File: src/rtl/mult_div_unit_pkg.sv
// ----------------------------------------------------------------------------
// mult_div_unit_pkg
// Shared definitions for the multicycle multiply/divide unit and the control
// unit that drives it.
//   WIDTH_DEFAULT : default operand width
//   state_t       : internal sequencer states (IDLE, MULT, DIV, FIN, DZERO)
//   start_t       : decoded start request; START_MULT / START_DIV line up with
//                   the control unit's ST_MULT / ST_DIV states
//   decode_start  : start-pulse decode, multiply has priority over divide
// ----------------------------------------------------------------------------
package mult_div_unit_pkg;

   localparam int WIDTH_DEFAULT = 32;

   typedef enum logic [2:0] {
      IDLE  = 3'd0,
      MULT  = 3'd1,
      DIV   = 3'd2,
      FIN   = 3'd3,
      DZERO = 3'd4
   } state_t;

   typedef enum logic [1:0] {
      START_NONE = 2'd0,
      START_MULT = 2'd1,
      START_DIV  = 2'd2
   } start_t;

   // Both pulses high in the same cycle resolves to a multiply.
   function automatic start_t decode_start(input logic start_mult,
                                           input logic start_div);
      if (start_mult)
         return START_MULT;
      else if (start_div)
         return START_DIV;
      else
         return START_NONE;
   endfunction

endpackage

File: src/rtl/mult_div_unit_booth_step.sv
// ----------------------------------------------------------------------------
// booth_step
// One radix-2 Booth iteration on the {acc, q, q_1} register pair.
//   acc      : signed partial product, WIDTH+1 bits so that subtracting the
//              most negative multiplicand cannot overflow
//   q        : multiplier / low product bits
//   q_1      : previously shifted-out multiplier bit
//   m        : signed multiplicand
//   acc_next, q_next, q_1_next : register contents after add/sub and an
//              arithmetic right shift of the whole {acc, q, q_1} chain
// ----------------------------------------------------------------------------
module booth_step
   import mult_div_unit_pkg::*;
#(
   parameter int WIDTH = WIDTH_DEFAULT
) (
   input  logic signed [WIDTH:0]   acc,
   input  logic        [WIDTH-1:0] q,
   input  logic                    q_1,
   input  logic signed [WIDTH-1:0] m,
   output logic signed [WIDTH:0]   acc_next,
   output logic        [WIDTH-1:0] q_next,
   output logic                    q_1_next
);

   logic signed [WIDTH:0] m_ext;
   logic signed [WIDTH:0] sum;

   always_comb begin
      m_ext = {m[WIDTH-1], m};
      sum   = acc;
      unique case ({q[0], q_1})
         2'b01:   sum = acc + m_ext;
         2'b10:   sum = acc - m_ext;
         default: sum = acc;
      endcase
      acc_next = {sum[WIDTH], sum[WIDTH:1]};
      q_next   = {sum[0], q[WIDTH-1:1]};
      q_1_next = q[0];
   end

endmodule

File: src/rtl/mult_div_unit.sv
// ----------------------------------------------------------------------------
// mult_div_unit
// Multicycle signed multiply / divide responder for the multicycle datapath.
// Multiply uses radix-2 Booth (booth_step), divide uses restoring division on
// operand magnitudes with a sign fix-up on the final step. Results appear on
// hi/lo together with a one-cycle done pulse ITER+1 cycles after acceptance.
//   clk        : clock
//   reset      : synchronous, active-high reset (aborts any operation)
//   start_mult : pulse, begin signed a*b (wins if both starts are high)
//   start_div  : pulse, begin signed a/b
//   a, b       : operands, captured on the accepting edge
//   hi         : mult upper product / div remainder (sign of a)
//   lo         : mult lower product / div quotient (truncated toward zero)
//   busy       : high in every state except IDLE
//   done       : one-cycle pulse, hi/lo valid
//   div_zero   : one-cycle pulse alongside done when the divisor was zero
// ----------------------------------------------------------------------------
module mult_div_unit
   import mult_div_unit_pkg::*;
#(
   parameter int WIDTH = WIDTH_DEFAULT,
   parameter int ITER  = WIDTH
) (
   input  logic             clk,
   input  logic             reset,
   input  logic             start_mult,
   input  logic             start_div,
   input  logic [WIDTH-1:0] a,
   input  logic [WIDTH-1:0] b,
   output logic [WIDTH-1:0] hi,
   output logic [WIDTH-1:0] lo,
   output logic             busy,
   output logic             done,
   output logic             div_zero
);

   localparam int CNT_W = $clog2(ITER + 1);

   // Magnitude of a signed operand; the most negative value maps to 2^(W-1),
   // which still fits the unsigned result.
   function automatic logic [WIDTH-1:0] abs_val(input logic signed [WIDTH-1:0] x);
      if (x[WIDTH-1])
         return -x;
      else
         return x;
   endfunction

   function automatic logic [WIDTH-1:0] apply_sign(input logic [WIDTH-1:0] mag,
                                                   input logic             neg);
      if (neg)
         return -mag;
      else
         return mag;
   endfunction

   state_t             state;
   logic [CNT_W-1:0]   counter;
   logic               last_step;

   // Booth datapath
   logic signed [WIDTH:0]   acc;
   logic        [WIDTH-1:0] q;
   logic                    q_1;
   logic signed [WIDTH-1:0] m;
   logic signed [WIDTH:0]   acc_next;
   logic        [WIDTH-1:0] q_next;
   logic                    q_1_next;

   // Restoring divide datapath
   logic [WIDTH-1:0] rem;
   logic [WIDTH-1:0] quo;
   logic [WIDTH-1:0] dvs;
   logic             neg_q;
   logic             neg_r;
   logic [WIDTH:0]   shifted;
   logic [WIDTH:0]   diff;
   logic [WIDTH-1:0] rem_next;
   logic [WIDTH-1:0] quo_next;
   logic [WIDTH-1:0] rem_fix;
   logic [WIDTH-1:0] quo_fix;

   assign last_step = (counter == CNT_W'(ITER - 1));

   booth_step #(
      .WIDTH (WIDTH)
   ) u_booth_step (
      .acc      (acc),
      .q        (q),
      .q_1      (q_1),
      .m        (m),
      .acc_next (acc_next),
      .q_next   (q_next),
      .q_1_next (q_1_next)
   );

   // Shift in the next dividend bit and keep the difference only if it does
   // not borrow; the quotient bit is the inverted borrow.
   always_comb begin
      shifted  = {rem, quo[WIDTH-1]};
      diff     = shifted - {1'b0, dvs};
      rem_next = shifted[WIDTH-1:0];
      quo_next = {quo[WIDTH-2:0], 1'b0};
      if (!diff[WIDTH]) begin
         rem_next = diff[WIDTH-1:0];
         quo_next = {quo[WIDTH-2:0], 1'b1};
      end
      quo_fix = apply_sign(quo_next, neg_q);
      rem_fix = apply_sign(rem_next, neg_r);
   end

   // Operand capture / iteration: operands are reloaded every IDLE cycle, so
   // the values present on the accepting edge are the ones kept.
   always_ff @(posedge clk) begin
      unique case (state)
         IDLE: begin
            acc   <= '0;
            q     <= b;
            q_1   <= 1'b0;
            m     <= a;
            rem   <= '0;
            quo   <= abs_val(a);
            dvs   <= abs_val(b);
            neg_q <= a[WIDTH-1] ^ b[WIDTH-1];
            neg_r <= a[WIDTH-1];
         end
         MULT: begin
            acc <= acc_next;
            q   <= q_next;
            q_1 <= q_1_next;
         end
         DIV: begin
            rem <= rem_next;
            quo <= quo_next;
         end
         default: ;
      endcase
   end

   // Sequencer with registered outputs
   always_ff @(posedge clk) begin
      if (reset) begin
         state    <= IDLE;
         counter  <= '0;
         hi       <= '0;
         lo       <= '0;
         busy     <= 1'b0;
         done     <= 1'b0;
         div_zero <= 1'b0;
      end else begin
         unique case (state)
            IDLE: begin
               done     <= 1'b0;
               div_zero <= 1'b0;
               counter  <= '0;
               unique case (decode_start(start_mult, start_div))
                  START_MULT: begin
                     state <= MULT;
                     busy  <= 1'b1;
                  end
                  START_DIV: begin
                     busy <= 1'b1;
                     if (b == '0) begin
                        state    <= DZERO;
                        done     <= 1'b1;
                        div_zero <= 1'b1;
                     end else begin
                        state <= DIV;
                     end
                  end
                  default: ;
               endcase
            end
            MULT: begin
               counter <= counter + CNT_W'(1);
               if (last_step) begin
                  state <= FIN;
                  done  <= 1'b1;
                  hi    <= acc_next[WIDTH-1:0];
                  lo    <= q_next;
               end
            end
            DIV: begin
               counter <= counter + CNT_W'(1);
               if (last_step) begin
                  state <= FIN;
                  done  <= 1'b1;
                  hi    <= rem_fix;
                  lo    <= quo_fix;
               end
            end
            FIN: begin
               state <= IDLE;
               done  <= 1'b0;
               busy  <= 1'b0;
            end
            DZERO: begin
               state    <= IDLE;
               done     <= 1'b0;
               div_zero <= 1'b0;
               busy     <= 1'b0;
            end
            default: begin
               state    <= IDLE;
               done     <= 1'b0;
               div_zero <= 1'b0;
               busy     <= 1'b0;
            end
         endcase
      end
   end

endmodule

File: config.mk
export PLATFORM = sky130hd
export DESIGN_NAME = mult_div_unit
export DESIGN_NICKNAME = d
export VERILOG_FILES = /design/src/rtl/mult_div_unit_pkg.sv /design/src/rtl/mult_div_unit_booth_step.sv /design/src/rtl/mult_div_unit.sv
export SDC_FILE = /design/constraint.sdc
export NUM_CORES = 1
export LEC_CHECK = 0
export ABC_AREA = 1
export CAP_MARGIN = 20
export CORE_MARGIN = 1
export CORE_UTILIZATION = 45
export DETAILED_ROUTE_END_ITERATION = 10
export PLACE_DENSITY_LB_ADDON = 0.3
export SKIP_LAST_GASP = 1
export SLEW_MARGIN = 40
export SYNTH_ARGS = -nofsm -noshare
export SYNTH_HDL_FRONTEND = slang
export SYNTH_SLANG_ARGS = --single-unit
File: constraint.sdc
create_clock -name clk -period 6 [get_ports clk]
set_input_delay 1.5 -clock clk [delete_from_list [all_inputs] [get_ports clk]]
set_output_delay 1.5 -clock clk [all_outputs]
set_load 0.01 [all_outputs]
==> tab_implementation.tex <==
\begin{tabular}{lr}
\hline
Metric & Value \\
\hline
\multicolumn{2}{l}{\textbf{Clock network}} \\
Clock latency on the worst-skew pair & 0.60 ns \\
Clock net sink count & 270 \\
Hold buffers post-CTS & 0 \\
CTS H-Tree Depth & 1 \\
CTS root buf & clkbuf\_16 \\
Clock tree from TritonCTS & done \\
CTS-repair resized insts & 0 \\
Longest Clk Path Bufs & 3 \\
Setup Buffers After CTS & 0 \\
Num CTS Buffers & 31 \\
Clock-pin slew reported for the worst setup and hold paths after clock tree synthesis & 0.06 ns \\
\multicolumn{2}{l}{\textbf{Logic synthesis}} \\
Cell types with the largest area share after synthesis & edfxtp\_1 29\%, nand2\_1 15\%, dfxtp\_1 7.7\%, inv\_1 7.5\%, nor2\_1 5.8\% \\
Async set or reset register ratio after synthesis & 0 \\
Number of standard cells after synthesis & 2,806 \\
Yosys top cell by area & edfxtp\_1 \\
Cell area after synthesis & 19,800 um\^{}2 \\
Portion of synthesized cell area occupied by the leading cell type & 0.295 \\
Count of state elements after synthesis & 270 \\
Main flop type after synthesis & edfxtp\_1 \\
Syn Nets & 2,947 \\
Count of cell types in the netlist & 62 \\
Number of enable flip-flop cells after synthesis & 194 \\
Count of yosys warnings during synthesis & 0 \\
Average footprint of a synthesized cell & 7.04 um\^{}2 \\
Post-synthesis sequential area ratio & 0.372 \\
\multicolumn{2}{l}{\textbf{Placement}} \\
Count of port buffers added during placement & 134 \\
Gpl congestion & 1.00 \\
Cell area after placement & 21,600 um\^{}2 \\
Detail Placement HPWL & 49,800 um \\
\multicolumn{2}{l}{\textbf{Layout}} \\
Inserted Diodes & 0 \\
Proportion of layout cells with a drive suffix above 1 & 0.0536 \\
Leading cell type in the layout, fill and taps excluded & nand2\_1 \\
Area Growth Syn to Fin & 14.8\% \\
NumNets Final & 3,044 \\
Number of fill cells in the layout & 4,259 \\
Commonest cells after routing, fill and taps aside & 774 x nand2\_1, 392 x inv\_1, 302 x nor2\_1, 194 x edfxtp\_1, 155 x nand3\_1 \\
Final instance area & 22,700 um\^{}2 \\
Final core utilization & 0.526 \\
\multicolumn{2}{l}{\textbf{Route}} \\
DRC violation count after routing & 0 \\
Via count & 19,413 \\
Remaining number of nets flagged by the antenna check after routing & 0 \\
First-pass DRT Iterations & 6 \\
Routed wire per std cell & 18.4 um \\
Total wire length after detailed routing & 64,800 um \\
Avg Vias per Cell & 5.53 \\
DR iter-0 viols & 1,915 \\
\multicolumn{2}{l}{\textbf{GRT}} \\
Congestion Overflow GR & 0 \\
Largest net degree at the start of global routing & 84 \\
Combined global-route utilization of all metal layers & 0.288 \\
Antenna violations before repair & 1 \\
First-pass GRT wire length & 100,000 um \\
Via count of the first global-routing pass & 18,119 \\
\multicolumn{2}{l}{\textbf{Hold path}} \\
Cells on Worst Hold Path & 2 \\
Path class of the lowest-slack min-delay path & reg -> reg \\
Launch point of the worst hold path & hi[9]\$\_SDFFE\_PP0P\_ \\
\multicolumn{2}{l}{\textbf{Setup path}} \\
Source of the worst register-to-register timing path & m[2]\$\_DFFE\_PP\_ \\
Cell depth of the worst flop-to-flop path & 29 \\
Slowest stage delay, CP & 0.43 ns \\
Maximum fanout along the worst path & 5 \\
Slowest stage cell, crit path & edfxtp\_1 \\
Number of buffers and inverters on the critical path & 4 \\
Largest delay contributor family on the critical path & simple AND/OR/NAND/NOR gates \\
Capturing instance or port of the critical path & hi[31]\$\_SDFFE\_PP0P\_ \\
Most repeated library cell on the critical path & nand2\_1 \\
CP Class & reg -> reg \\
Startpoint type of the worst setup path & register \\
Total stage count of the critical path & 29 \\
Worst endpoint required time & 6.47 ns \\
Arrival time reported for the critical path endpoint & 4.98 ns \\
CP Capture Type & register \\
Reg-to-Reg End & hi[31]\$\_SDFFE\_PP0P\_ \\
Setup slack of the most critical reg-to-reg path & 1.48 ns \\
Launch point of the critical path & m[2]\$\_DFFE\_PP\_ \\
\multicolumn{2}{l}{\textbf{STA}} \\
Worst Skew & 0.0188 ns \\
Slew at the pin with the worst max-slew slack & 0.778 ns \\
Worst hold margin & 0.463 ns \\
Portion of the clock cycle consumed by the worst path in the final layout & 0.753 \\
Final min period & 4.52 ns \\
Final Max Slew Viols & 0 \\
TNS Setup & 0 ns \\
Final Setup Violations & 0 \\
Setup repair after global routing missed its margin & false \\
Achievable frequency & 221 MHz \\
Slew margin rel. & 0.482 \\
Final Hold Violating Endpoints & 0 \\
\multicolumn{2}{l}{\textbf{Floorplanning}} \\
Std-Cell Core Area & 43,200 um\^{}2 \\
Row cnt & 76 \\
Total I/O pin count & 135 \\
Die span in y & 212 um \\
Overall die area & 44,800 um\^{}2 \\
Die Wd & 212 um \\
Starting density of the core & 0.458 \\
\multicolumn{2}{l}{\textbf{Pwr}} \\
Fraction of power consumed by the clock network & 0.141 \\
Maximum resistive drop on vdd & 373 uV \\
Leakage power & 10.2 nW \\
Comb pwr share & 0.606 \\
Cell Int Power & 6.60 mW \\
Net Sw Power & 7.22 mW \\
P per Cell Area & 609 nW/um\^{}2 \\
Relative contribution of sequential cells to total power & 0.253 \\
Switching part of the total & 0.522 \\
\multicolumn{2}{l}{\textbf{Status}} \\
Run status & finished, final reports clean \\
\multicolumn{2}{l}{\textbf{Flow run}} \\
Max-cap violations & 0 \\
\hline
\end{tabular}
==> cells in the mapped netlist (all sizes together) (37+ instances only) <==
| library cell | count |
|---|---|
| xor2 | 66 |
| ha | 71 |
| inv | 404 |
| xnor2 | 44 |
| clkbuf | 74 |
| dfxtp | 76 |
| o21ai | 166 |
| nor3 | 62 |
| nand2 | 799 |
| o211ai | 37 |
| edfxtp | 194 |
| nand3 | 162 |
| nor2 | 311 |
| a21oi | 142 |
==> logic make-up (layout without fill, tap and decap cells) <==
group	after synthesis	count (layout)	synth area share
AOI/OAI and AO/OA	435	435	0.129
xor gates and xnor gates	110	110	0.0487
adders and majority gates	73	73	0.0470
buffers and inverters	496	617	0.0974
DFF	270	270	0.372
muxes	1	1	0.000506
and+or+nand+nor	1421	1421	0.306
==> worst min path at each step <==
stage	end
2_1_floorplan	counter[3]$_SDFFE_PP0P_
3_3_place_gp	hi[13]$_SDFFE_PP0P_
5_1_grt	hi[13]$_SDFFE_PP0P_
6_report	hi[9]$_SDFFE_PP0P_
4_1_cts	hi[9]$_SDFFE_PP0P_
3_5_place_dp	hi[9]$_SDFFE_PP0P_
==> sequential cells by signal, summed over array words and instances, names as in the netlist, 6 cells and up <==
register and flops:
m 32, q 32, dvs 32, counter 6, rem 32, hi 32, quo 32, acc 32
lo 32
==> power by group through the flow <==
stage	Combinational, mW	Clock (mW)	Sequential [mW]
floorplan	6.19	0	3.25
global placement	8.03	0	3.51
detailed placement	8.21	0	3.52
CTS	8.26	1.97	3.49
global route	9.35	2.03	3.54
finish	8.37	1.95	3.50
==> worst register-to-register path: cells and delay by family (launching register included) <==
family          cells  cell delay, ns
simple gates       16            1.98
compound gates      7            1.17
flops               1            0.43
fa+ha+maj           1            0.32
xor+xnor            1            0.24
buf+inv             4            0.22
==> metal layers <==
metal | up-vias | part of all wire | global-route usage | routed length [um]
met5 | - | 0 | 0 | 0
met4 | 0 | 0.046 | 0.122 | 2990
met3 | 148 | 0.077 | 0.0475 | 5000
met2 | 853 | 0.46 | 0.473 | 29700
met1 | 9004 | 0.42 | 0.375 | 27100
li1 | 9408 | - | - | -
==> cell type report <==
class,instances,area (um^2),area share
sequential,270,7350,0.324
tap,585,732,0.0322
clock buffer,46,882,0.0389
clock inverter,11,149,0.00656
multi-input combinational,2040,10500,0.464
inverter,405,1520,0.0670
timing repair buffer,155,1540,0.0678
==> stage by stage <==
| step | total power [mW] | setup slack, ns | instances |
|---|---|---|---|
| 2_1_floorplan | 9.44 | 0.654 | 2806 |
| 3_3_place_gp | 11.5 | 1.48 | 3451 |
| 3_5_place_dp | 11.7 | 1.42 | 3453 |
| 4_1_cts | 13.7 | 1.45 | 3510 |
| 5_1_grt | 14.9 | 0.845 | 3512 |
| 6_report | 13.8 | 1.48 | 3512 |
Note: power is estimated with default switching activity, not from simulation.
